`src/rtl/hazard_redirect_controller.sv`:
```
// Hazard-unit redirect arbiter: picks the highest-priority redirect source, drives
// per-stage flush and the fetch PC redirect, holds it over fetch stalls and drains stale fetches.
module hazard_redirect_controller #(
    parameter int unsigned NUM_SRC    = 2,
    parameter int unsigned NUM_STAGES = 2,
    parameter int unsigned FETCH_LAT  = 1,
    parameter int unsigned XLEN       = 32,
    parameter int unsigned CNT_W      = 16
) (
    input  logic                         clk,
    input  logic                         reset,
    input  logic [NUM_SRC-1:0]           redirect_req,
    input  logic [NUM_SRC-1:0][XLEN-1:0] redirect_pc,
    input  logic                         stall_f,
    output logic [NUM_STAGES-1:0]        flush,
    output logic                         pc_redirect_valid,
    output logic [XLEN-1:0]              pc_redirect_target,
    output logic                         flag,
    output logic                         busy,
    output logic [CNT_W-1:0]             redirect_cnt
);

    localparam int unsigned        DRAIN_W    = 4;
    localparam logic [DRAIN_W-1:0] DRAIN_INIT = DRAIN_W'(FETCH_LAT);

    typedef enum logic [1:0] {
        S_IDLE    = 2'd0,
        S_PENDING = 2'd1,
        S_DRAIN   = 2'd2
    } state_t;

    state_t              r_state;
    state_t              w_state_nxt;
    logic [DRAIN_W-1:0]  r_drain_cnt;
    logic [DRAIN_W-1:0]  w_drain_nxt;
    logic [XLEN-1:0]     r_latched_pc;
    logic [XLEN-1:0]     w_latched_nxt;
    logic [CNT_W-1:0]    r_redirect_cnt;

    logic                w_req_any;
    logic                w_found;
    logic [XLEN-1:0]     w_win_pc;
    logic                w_issue;
    logic [XLEN-1:0]     w_target;
    logic [NUM_STAGES-1:0] w_flush;

    assign w_req_any = |redirect_req;

    // Fixed priority: lowest index wins.
    always_comb begin
        w_found  = 1'b0;
        w_win_pc = '0;
        for (int unsigned i = 0; i < NUM_SRC; i++) begin
            if (redirect_req[i] && !w_found) begin
                w_found  = 1'b1;
                w_win_pc = redirect_pc[i];
            end
        end
    end

    always_ff @(posedge clk or posedge reset) begin
        if (reset) begin
            r_state      <= S_IDLE;
            r_drain_cnt  <= '0;
            r_latched_pc <= '0;
        end else begin
            r_state      <= w_state_nxt;
            r_drain_cnt  <= w_drain_nxt;
            r_latched_pc <= w_latched_nxt;
        end
    end

    // Next state, issue decision and flush; a live request always beats a latched target.
    always_comb begin
        w_state_nxt   = r_state;
        w_drain_nxt   = r_drain_cnt;
        w_latched_nxt = r_latched_pc;
        w_issue       = 1'b0;
        w_target      = r_latched_pc;
        w_flush       = '0;

        if (w_req_any && !stall_f) begin
            w_issue  = 1'b1;
            w_target = w_win_pc;
        end else if ((r_state == S_PENDING) && !stall_f) begin
            w_issue  = 1'b1;
            w_target = r_latched_pc;
        end

        if (w_req_any && stall_f) begin
            w_state_nxt   = S_PENDING;
            w_latched_nxt = w_win_pc;
        end else if (w_issue) begin
            if (DRAIN_INIT == '0) begin
                w_state_nxt = S_IDLE;
                w_drain_nxt = '0;
            end else begin
                w_state_nxt = S_DRAIN;
                w_drain_nxt = DRAIN_INIT;
            end
        end else if ((r_state == S_DRAIN) && !stall_f) begin
            if (r_drain_cnt <= DRAIN_W'(1)) begin
                w_state_nxt = S_IDLE;
                w_drain_nxt = '0;
            end else begin
                w_drain_nxt = r_drain_cnt - DRAIN_W'(1);
            end
        end

        if (w_req_any || (r_state == S_PENDING)) begin
            w_flush = '1;
        end else if (r_state == S_DRAIN) begin
            w_flush = NUM_STAGES'(1);
        end
    end

    always_ff @(posedge clk or posedge reset) begin
        if (reset) begin
            r_redirect_cnt <= '0;
        end else if (w_issue && (r_redirect_cnt != {CNT_W{1'b1}})) begin
            r_redirect_cnt <= r_redirect_cnt + CNT_W'(1);
        end
    end

    // Combinational outputs are forced quiet while reset is held.
    assign flush              = reset ? '0 : w_flush;
    assign flag               = reset ? 1'b0 : (|w_flush);
    assign pc_redirect_valid  = reset ? 1'b0 : w_issue;
    assign pc_redirect_target = reset ? '0 : w_target;
    assign busy               = !reset && (r_state != S_IDLE);
    assign redirect_cnt       = r_redirect_cnt;

endmodule

```
`config.mk`:
```
export PLATFORM = sky130hd
export DESIGN_NAME = hazard_redirect_controller
export DESIGN_NICKNAME = d
export VERILOG_FILES = /design/src/rtl/hazard_redirect_controller.sv
export SDC_FILE = /design/constraint.sdc
export NUM_CORES = 1
export LEC_CHECK = 0
export ABC_AREA = 0
export CORE_MARGIN = 1
export CORE_UTILIZATION = 43
export CTS_CLUSTER_SIZE = 25
export DETAILED_ROUTE_END_ITERATION = 10
export PLACE_DENSITY = 0.8
export SKIP_LAST_GASP = 1
export SYNTH_ARGS = -nofsm -noshare
export SYNTH_HDL_FRONTEND = slang
export SYNTH_SLANG_ARGS = --single-unit
```
`constraint.sdc`:
```
create_clock -name clk -period 3.5 [get_ports clk]
set_input_delay 0.525 -clock clk [delete_from_list [all_inputs] [get_ports clk]]
set_output_delay 0.525 -clock clk [all_outputs]
set_load 0.03 [all_outputs]
```
==> summary.md <==
| Metric | Value |
|---|---|
| Final nets | around 530 |
| Setup-failing EPs final | 0 |
| N_diodes | 0 |
| Slew @ Worst Pin | between 1 and 1.5 ns |
| Final clock skew | around 0.0049 ns |
| Slew Limit Fails | 0 |
| Core Area | between 0.006 and 0.007 mm^2 |
| Vias in the first global route | 3078 |
| Bufs on Longest Clock Path | 2 |
| Kind of critical path | primary input to output pin |
| WL/cell | approximately 16 um |
| Cell taking the most area after synthesis | dfrtp_1 |
| Netlist cell types | 39 |
| Syn Inst Count | approximately 350 |
| Vias | 3159 |
| First-pass detailed-route iteration total | 4 |
| Routed vias/inst | 5.905 |
| Post-DP HPWL | around 6000 um |
| Worst skew pair latency | 0.30 ns |
| Final GP Congestion | around 0.88 |
| Ports | 122 |
| Largest cells by area after synthesis | dfrtp_1, o22ai_1, nor2_1 |
| Hold slack | slightly above 0.5 ns |
| Layout area overhead | 43.07% |
| Max Freq | approximately 330 MHz |
| Final hold vios | 0 |
| Starting Density | a little under half |
| Max_slew headroom | 24.48% |
| Fin crit share | between 80% and 90% |
| Leakage power | approximately 1.7 nW |
| Post-route DRC | 0 |
| Die Y | 85.22 um |
| Max-cap violation count | 0 |
| CP cell instances | clkdlybuf4s50_1 > nor2_2 > nor2_1 > a211oi_1 > buf_4 |
| Final TNS setup | 0 ns |
| Post-cts repair resize count | 0 |
| CP Max Fanout | 27 |
| IO Port Bufs | ~120 |
| Pwr per Cell Area | between 400 and 500 mW/mm^2 |
| Post-synth EDFFs | 0 |
| Critical Path Source Type | primary input |
| Most frequent cell after synthesis | nor2_1 |
| CP max-delay cell | nor2_2 |
| Crit path largest cell delay | roughly 0.90 ns |
| Mapped Avg Cell Area | about 8.6 um^2 |
| CTS sink cnt | between 50 and 60 |
| Ys Warns | 0 |
| Width of the die | 85.22 um |
| First-pass GRT wire length | between 10000 and 15000 um |
| Req. time, crit path | between 2 and 3 ns |
| Synth Register Bits | 54 |
| Crit. End Element | output pin |
| Postcts setup bufs | 0 |
| Non-Filler Instances | 535 |
| Synth Cell Area | 0.002978 mm^2 |
| RSZ-0062 raised after global routing | no |
| Clock-pin slew on the worst setup and hold paths | approximately 0.09 ns |
| Hold Path Class | flop to flop |
| Total wire length | approximately 8800 um |
| Arrival time at the worst endpoint | 2.53 ns |
| Reg-to-reg slack, setup | 1.38 ns |
| H-tree Lvls | 2 |
| Cts hold-fix bufs | 0 |
| Ys flop type | dfrtp_1 |
| Mapped Nets | between 400 and 500 |
| Initial antenna violation count | 0 |
| Ratio of cells with drive above 1 in the final layout | approximately an eighth |
| Final core utilization | 65.23% |
| Rows | 29 |
| Post-synth top area share | a little under half |
| Status | finished clean |
| Gr usage total | between 20% and 30% |
| Die Footprint | 0.007262 mm^2 |
| Post-DRT Antenna Nets | 0 |
| CTS Buf Count | 5 |
| Detailed Route Iter0 Violations | around 240 |
| Largest net degree at the start of global routing | 55 |
| Overall power | between 1.5 and 2 mW |
| VDD IR max | between 400 and 500 uV |
| Top post-synthesis cells by count | nor2_1, dfrtp_1, o22ai_1 |
| Placed Cells | between 500 and 600 |
| TritonCTS clock tree | built |
| Total gr overflow | 0 |
| Tmin final | just over 3 ns |
| Async S/R FF share, synth | 100.0% |
| Clock root cell | clkbuf_8 |
| Seq/Total Area, Yosys | between 40 and 50% |
## per-stage QoR
step                worst slack [ns]  area [um^2]
global route                  0.2360         4260
finish                        0.4492         4260
CTS                           0.4411         4260
floorplan                     0.2508         2978
detailed placement            0.4452         4169
global placement              0.4129         4169
## sequential cells by signal, summed over array words and instances (netlist names)
register,cells
r_drain_cnt,4
r_latched_pc,32
r_state,2
redirect_cnt,16
## critical path, delay by kind of cell
kind	cells	cell delay [ns]
AND/OR/NAND/NOR	2	1.00
buffers and inverters	2	0.70
AO/OA/AOI/OAI	1	0.27
## path summary, 6_finish.rpt
path,from,depth (start not counted),end
max in group asynchronous,reset,4,r_latched_pc[26]
worst max-delay path,stall_f,5,pc_redirect_target[12]
worst min register to register,redirect_cnt[15],1,redirect_cnt[15]
min in group asynchronous,reset,4,r_latched_pc[3]
worst max register to register,redirect_cnt[0],5,redirect_cnt[1]
worst min-delay path,redirect_cnt[15],1,redirect_cnt[15]
## cell usage in the layout (no fill, tap or decap), drive strengths merged, types with 3 or more instances in the layout
cell           synthesis  routed
a211oi                27      27
a21oi                 39      39
buf                    4      42
clkbuf                21       7
clkdlybuf4s50          0      88
clkinv                 2       3
dfrtp                 54      54
ha                     3       3
inv                    4       4
nand2                  9       9
nand2b                 3       3
nand3                  5       5
nand4                 11      11
nor2                  71      71
nor3                   7       7
nor4                   4       4
o22a                   4       4
o22ai                 43      43
or3                    3       3
xnor2                  9       9
xor2                   6       6
## where the power goes
part | switching (mW) | internal [mW] | leakage (nW)
Clock | 0.199 | 0.160 | 0.0482
Sequential | 0.0965 | 0.719 | 0.634
Combinational | 0.396 | 0.312 | 1.01
Total | 0.692 | 1.19 | 1.69
## routing by layer
layer / wire length [um] / global-route usage, % / vias to the layer above
met3: 474 / 3.405 / 14
met4: 133 / 7.550 / 0
li1: - / - / 1497
met1: 3642 / 30.94 / 1516
met2: 4511 / 43.11 / 132
met5: 0 / 0 / -
## cells by family after synthesis
family,Yosys count,synth area share (%)
simple gates,122,18.82
compound gates,118,25.08
flops,54,45.38
buf+inv,31,4.328
xor+xnor,15,4.412
fa+ha+maj,3,1.261
mux,2,0.7143
## area by class of cell
class / instances / area, um^2
Fill cell: 562 / 2271
Multi-Input combinational cell: 260 / 1503
Sequential cell: 54 / 1351
Timing Repair Buffer: 130 / 1196
Tap cell: 77 / 96.34
Clock buffer: 7 / 86.33
Inverter: 6 / 22.52
Clock inverter: 1 / 5.005
(Power assumes the default switching activity.)
